**src/rtl/pwm_audio_out.sv**
```systemverilog
// pwm_audio_out: double-buffered PWM audio output stage.
//
// Takes WIDTH-bit unsigned samples over a valid/ready handshake into a
// holding register. The holding register is copied into the duty register
// only at frame boundaries, so the duty cycle of a frame never changes while
// it plays. Each frame lasts 2^WIDTH counts of PRESCALE clocks.
//
// Ports:
//   clk            system clock
//   rst            synchronous reset, active-high
//   enable         playback enable; dropping it finishes the current frame
//   s_data/s_valid sample input; s_ready = holding register empty
//   pwm_out        registered PWM bit (lags the counters by one clock)
//   frame_start    one-cycle pulse on the first pwm_out cycle of a frame
//   underrun       one-cycle pulse, aligned with frame_start, when the frame
//                  started without a fresh sample
//   underrun_count saturating count of underruns
//   active         high while in RUN
module pwm_audio_out #(
  parameter int WIDTH      = 8,
  parameter int PRESCALE   = 1,
  parameter int UNDERRUN_W = 8
) (
  input  logic                  clk,
  input  logic                  rst,
  input  logic                  enable,
  input  logic [WIDTH-1:0]      s_data,
  input  logic                  s_valid,
  output logic                  s_ready,
  output logic                  pwm_out,
  output logic                  frame_start,
  output logic                  underrun,
  output logic [UNDERRUN_W-1:0] underrun_count,
  output logic                  active
);

  localparam int PW = (PRESCALE > 1) ? $clog2(PRESCALE) : 1;

  typedef enum logic [1:0] {IDLE, PRIME, RUN} state_t;

  state_t                state_q, state_d;
  logic [PW-1:0]         presc_q, presc_d;
  logic [WIDTH-1:0]      cnt_q, cnt_d;
  logic [WIDTH-1:0]      duty_q, duty_d;
  logic [WIDTH-1:0]      hold_q, hold_d;
  logic                  hold_full_q, hold_full_d;
  // Boundary decisions are taken on the last counter cycle of a frame but
  // become visible one clock later, together with the first pwm_out cycle of
  // the new frame. These flags carry the decision across that clock.
  logic                  load_pend_q, load_pend_d;
  logic                  urun_pend_q, urun_pend_d;
  logic                  pwm_q, pwm_d;
  logic                  frame_start_q, frame_start_d;
  logic                  underrun_q, underrun_d;
  logic [UNDERRUN_W-1:0] ucount_q, ucount_d;

  logic tick_end, frame_end, xfer, first_cnt;

  assign tick_end  = (presc_q == PW'(PRESCALE - 1));
  assign frame_end = tick_end && (cnt_q == {WIDTH{1'b1}});
  assign first_cnt = (cnt_q == '0) && (presc_q == '0);
  assign s_ready   = !rst && !hold_full_q;
  assign xfer      = s_valid && s_ready;

  // State register
  always_ff @(posedge clk) begin
    if (rst) state_q <= IDLE;
    else     state_q <= state_d;
  end

  // Next-state logic
  always_comb begin
    state_d = state_q;
    unique case (state_q)
      IDLE:    if (enable) state_d = PRIME;
      PRIME:   if (!enable) state_d = IDLE;
               else if (hold_full_q) state_d = RUN;
      RUN:     if (frame_end && !enable) state_d = IDLE;
      default: state_d = IDLE;
    endcase
  end

  // Output logic
  always_comb begin
    active = (state_q == RUN);
  end

  // Datapath
  always_comb begin
    presc_d       = presc_q;
    cnt_d         = cnt_q;
    duty_d        = duty_q;
    hold_d        = hold_q;
    hold_full_d   = hold_full_q;
    load_pend_d   = load_pend_q;
    urun_pend_d   = urun_pend_q;
    ucount_d      = ucount_q;
    pwm_d         = 1'b0;
    frame_start_d = 1'b0;
    underrun_d    = 1'b0;

    if (xfer) begin
      hold_d      = s_data;
      hold_full_d = 1'b1;
    end

    unique case (state_q)
      IDLE: begin
        presc_d = '0;
        cnt_d   = '0;
      end
      PRIME: begin
        presc_d = '0;
        cnt_d   = '0;
        if (enable && hold_full_q) begin
          duty_d      = hold_q;
          load_pend_d = 1'b1;
        end
      end
      RUN: begin
        pwm_d         = (cnt_q < duty_q);
        frame_start_d = first_cnt;
        if (tick_end) begin
          presc_d = '0;
          cnt_d   = cnt_q + WIDTH'(1);
        end else begin
          presc_d = presc_q + PW'(1);
        end
        // First counter cycle of a frame: release the holding register the
        // frame's duty came from (s_ready rises with frame_start) and publish
        // any underrun decided at the previous boundary.
        if (first_cnt) begin
          if (load_pend_q) hold_full_d = 1'b0;
          load_pend_d = 1'b0;
          underrun_d  = urun_pend_q;
          if (urun_pend_q && (ucount_q != {UNDERRUN_W{1'b1}}))
            ucount_d = ucount_q + UNDERRUN_W'(1);
          urun_pend_d = 1'b0;
        end
        // Frame boundary with playback continuing. A transfer landing in this
        // same cycle fills hold but cannot rescue this boundary.
        if (frame_end && enable) begin
          if (hold_full_q) begin
            duty_d      = hold_q;
            load_pend_d = 1'b1;
          end else begin
            urun_pend_d = 1'b1;
          end
        end
      end
      default: ;
    endcase
  end

  always_ff @(posedge clk) begin
    if (rst) begin
      presc_q       <= '0;
      cnt_q         <= '0;
      duty_q        <= '0;
      hold_q        <= '0;
      hold_full_q   <= 1'b0;
      load_pend_q   <= 1'b0;
      urun_pend_q   <= 1'b0;
      ucount_q      <= '0;
      pwm_q         <= 1'b0;
      frame_start_q <= 1'b0;
      underrun_q    <= 1'b0;
    end else begin
      presc_q       <= presc_d;
      cnt_q         <= cnt_d;
      duty_q        <= duty_d;
      hold_q        <= hold_d;
      hold_full_q   <= hold_full_d;
      load_pend_q   <= load_pend_d;
      urun_pend_q   <= urun_pend_d;
      ucount_q      <= ucount_d;
      pwm_q         <= pwm_d;
      frame_start_q <= frame_start_d;
      underrun_q    <= underrun_d;
    end
  end

  assign pwm_out        = pwm_q;
  assign frame_start    = frame_start_q;
  assign underrun       = underrun_q;
  assign underrun_count = ucount_q;

endmodule

```
**config.mk**
```make
export PLATFORM = sky130hd
export DESIGN_NAME = pwm_audio_out
export DESIGN_NICKNAME = d
export VERILOG_FILES = /design/src/rtl/pwm_audio_out.sv
export SDC_FILE = /design/constraint.sdc
export NUM_CORES = 1
export LEC_CHECK = 0
export CAP_MARGIN = 20
export CORE_MARGIN = 2
export CORE_UTILIZATION = 30
export CTS_CLUSTER_SIZE = 28
export DETAILED_ROUTE_END_ITERATION = 12
export GPL_ROUTABILITY_DRIVEN = 0
export PLACE_DENSITY = 0.48
export SLEW_MARGIN = 25
export SYNTH_ARGS = -nofsm -noshare
export SYNTH_HDL_FRONTEND = slang
export SYNTH_SLANG_ARGS = --single-unit
```
**constraint.sdc**
```tcl
create_clock -name clk -period 2.04 [get_ports clk]
set_input_delay 0.51 -clock clk [delete_from_list [all_inputs] [get_ports clk]]
set_output_delay 0.51 -clock clk [all_outputs]
set_load 0.01 [all_outputs]
```
==> results of run 1 <==
layout make-up:
class,instances,area [um2],share of cell area
Sequential cell,40,800.8,0.3108
Inverter,13,48.80,0.01894
Multi-Input combinational cell,183,1200,0.4658
Clock inverter,1,5.005,0.001943
Clock buffer,6,72.57,0.02817
Timing Repair Buffer,36,329.1,0.1277
Tap cell,96,120.1,0.04662
stage by stage:
stage	cells	worst slack [ps]	setup TNS, ps	instance area [um2]
floorplan	250	361.7	0	2141
global route	375	23.18	0	2576
global placement	368	-140.7	-140.7	2500
finish	375	144.5	0	2576
detailed placement	368	-138.3	-138.3	2500
CTS	375	137.2	0	2576
path summary, 6_finish.rpt:
check	start	to	slack [ps]
hold reg to reg	load_pend_q	hold_full_q	450
hold / removal	load_pend_q	hold_full_q	450
setup reg to reg	cnt_q[1]	underrun_count[3]	170
setup / recovery	rst	s_ready	140
cells in the mapped netlist (2+ instances only):
library cell / instances
or3_2: 2
or3_1: 4
o31ai_1: 4
dfxtp_1: 40
nor2b_1: 3
and2_1: 2
or4_1: 2
a21o_1: 2
a211oi_1: 2
inv_1: 13
nand3_1: 16
a21oi_1: 11
ha_1: 10
nand2b_1: 10
clkbuf_8: 3
nand2_1: 21
and3_1: 2
o21ai_0: 13
nand4b_1: 3
nand4_1: 6
o221ai_1: 8
a22oi_1: 8
a31oi_1: 2
clkbuf_1: 9
o41ai_1: 2
nor2_1: 22
mux2i_1: 9
xor2_1: 4
per-layer routing:
| layer | GRT usage | share of wire | up-vias | wire (um) |
|---|---|---|---|---|
| met2 | 0.2112 | 0.47 | 41 | 2349 |
| met3 | 0.02799 | 0.030 | 6 | 150 |
| met1 | 0.1784 | 0.49 | 876 | 2459 |
| met4 | 0.04132 | 0.013 | 0 | 66 |
| li1 | - | - | 963 | - |
| met5 | 0 | 0 | - | 0 |
cells by family (layout without fill, tap and decap cells):
family | count (synthesis) | after routing | share of synthesized area
and+or+nand+nor | 102 | 102 | 0.2607
AOI/OAI and AO/OA | 57 | 57 | 0.1788
DFF | 40 | 40 | 0.3741
buffers and inverters | 27 | 56 | 0.06546
adders and majority gates | 10 | 10 | 0.05845
muxes | 9 | 9 | 0.04208
xor gates and xnor gates | 5 | 5 | 0.02045
state kept, by name (all words and copies together), names as in the netlist:
signal,cells
load_pend_q,1
cnt_q,8
hold_full_q,1
underrun_count,8
pwm_out,1
frame_start,1
underrun,1
state_q,2
hold_q,8
urun_pend_q,1
duty_q,8
worst max-delay path, stage by stage:
cell	delay (ps)
clkdlybuf4s50_1	540
nor2_1	60
dlygate4sd2_1	280
where the power goes:
part	leakage, uW	switching, uW	internal, uW	total, uW
clock network	0.0000410	270	233	503
registers	0.000324	14.8	799	814
logic	0.000523	70.7	64.9	136
repair_timing:
item                       4_1_cts  5_1_grt
hold buffers                     0        0
resized for setup                1        0
setup endpoints to repair        1        0
hold endpoints to repair         0        0
==> flow_summary.toml, run 1 <==
[pwr]
power.total_uw = 1453
leakage_uw = 0.0008882
p_per_area_mw_per_mm2 = 563.9
ir_drop_mv = 0.2636

[global_routing]
first_global_vias = 1629
overflow = 0
grt_use_total = 0.1320
grt_max_degree = 27
grt_pass1_wl_um = 7990
antenna_found_initial = 0

[clocking]
clk_pin_slew_ps = 70
htree_num_levels = 2
root_buffer = "clkbuf_8"
cts_tree = "yes"
clock_latency_ps = 290
numCtsBuffers = 5
clock_path_buffers = 2
postCtsSetupRepairBufs = 0
clock_sinks = 40

[worst_setup_path]
startpoint_type = "primary input"
worstPathArrival_ps = 1390
crit_type = "in -> out"
required_ps = 1530
ff2ff_path_depth = 6
worst_setup_path_end_kind = "output pin"
critPathMaxFanout = 2

[synth]
yosysSeqAreaShare = 0.3741
synth_cells = 250
synth_top_cell_by_area = "dfxtp_1"
synth-main-ff-cell = "dfxtp_1"
yosys_register_bits = 40
syn_nets = 272
ys_warn_count = 0
synth-async-reset-ratio = 0
synth.top_cell.area_share = 0.3741
synth_cell_types = 45
syn_area_per_cell_um2 = 8.563
synth-edff-count = 0
synth_area_leaders = "dfxtp_1, ha_1, mux2i_1, nor2_1, nand3_1"
syn_area_mm2 = 0.002141

[layout]
final_nets = 301
areaGrowthSynthToFinish_pct = 20.34
final_util = 0.3771
nFillCells = 744
final_layout_size_suffix_gt1_frac = 0.08961
final_cell_mix = "dfxtp_1, clkdlybuf4s50_1, nor2_1, nand2_1, nand3_1"
diodes = 0
final_common_cell = "dfxtp_1"

[sta]
rsz0062_at_grt = "false"
finalClockSkew_ps = 5.361
timing.fmax_mhz = 527.6
finalHoldViolCount = 0
slew_headroom = 0.5273
fin_crit_sh = 0.9292
drv_slew = 0
max_slew.worst_pin.slew_ps = 706.0
whs_ps = 450.6
final-setup-viol-count = 0
fin_crit_ps = 1896

[routing]
totalWireLength_um = 5026
wl_per_cell_um = 13.40
vias = 1886
drtIter0Drc = 132
ant_nets = 0
drc = 0
dr.pass1.iters = 4
routed_via_density = 5.029

[die]
die_h_um = 88.48
design.portCount = 25
start_util = 0.3134
core_area_mm2 = 0.006832
die_area_mm2 = 0.007828
rows = 30
die_w_um = 88.48

[min_path]
worstHoldPathType = "reg -> reg"
hold_depth = 1

[flow_run]
cap_violations = 0

[placed_design]
port_buffers = 24
dp_hpwl_um = 3579

[status]
status = "complete, no violations"
(Power assumes the default switching activity.)
==> run 2, diff against run 1 <==
- CAP_MARGIN: 20 -> 0
==> results of run 2 <==
Same layout as run 1: the final DEF is identical, and so are final timing and power.
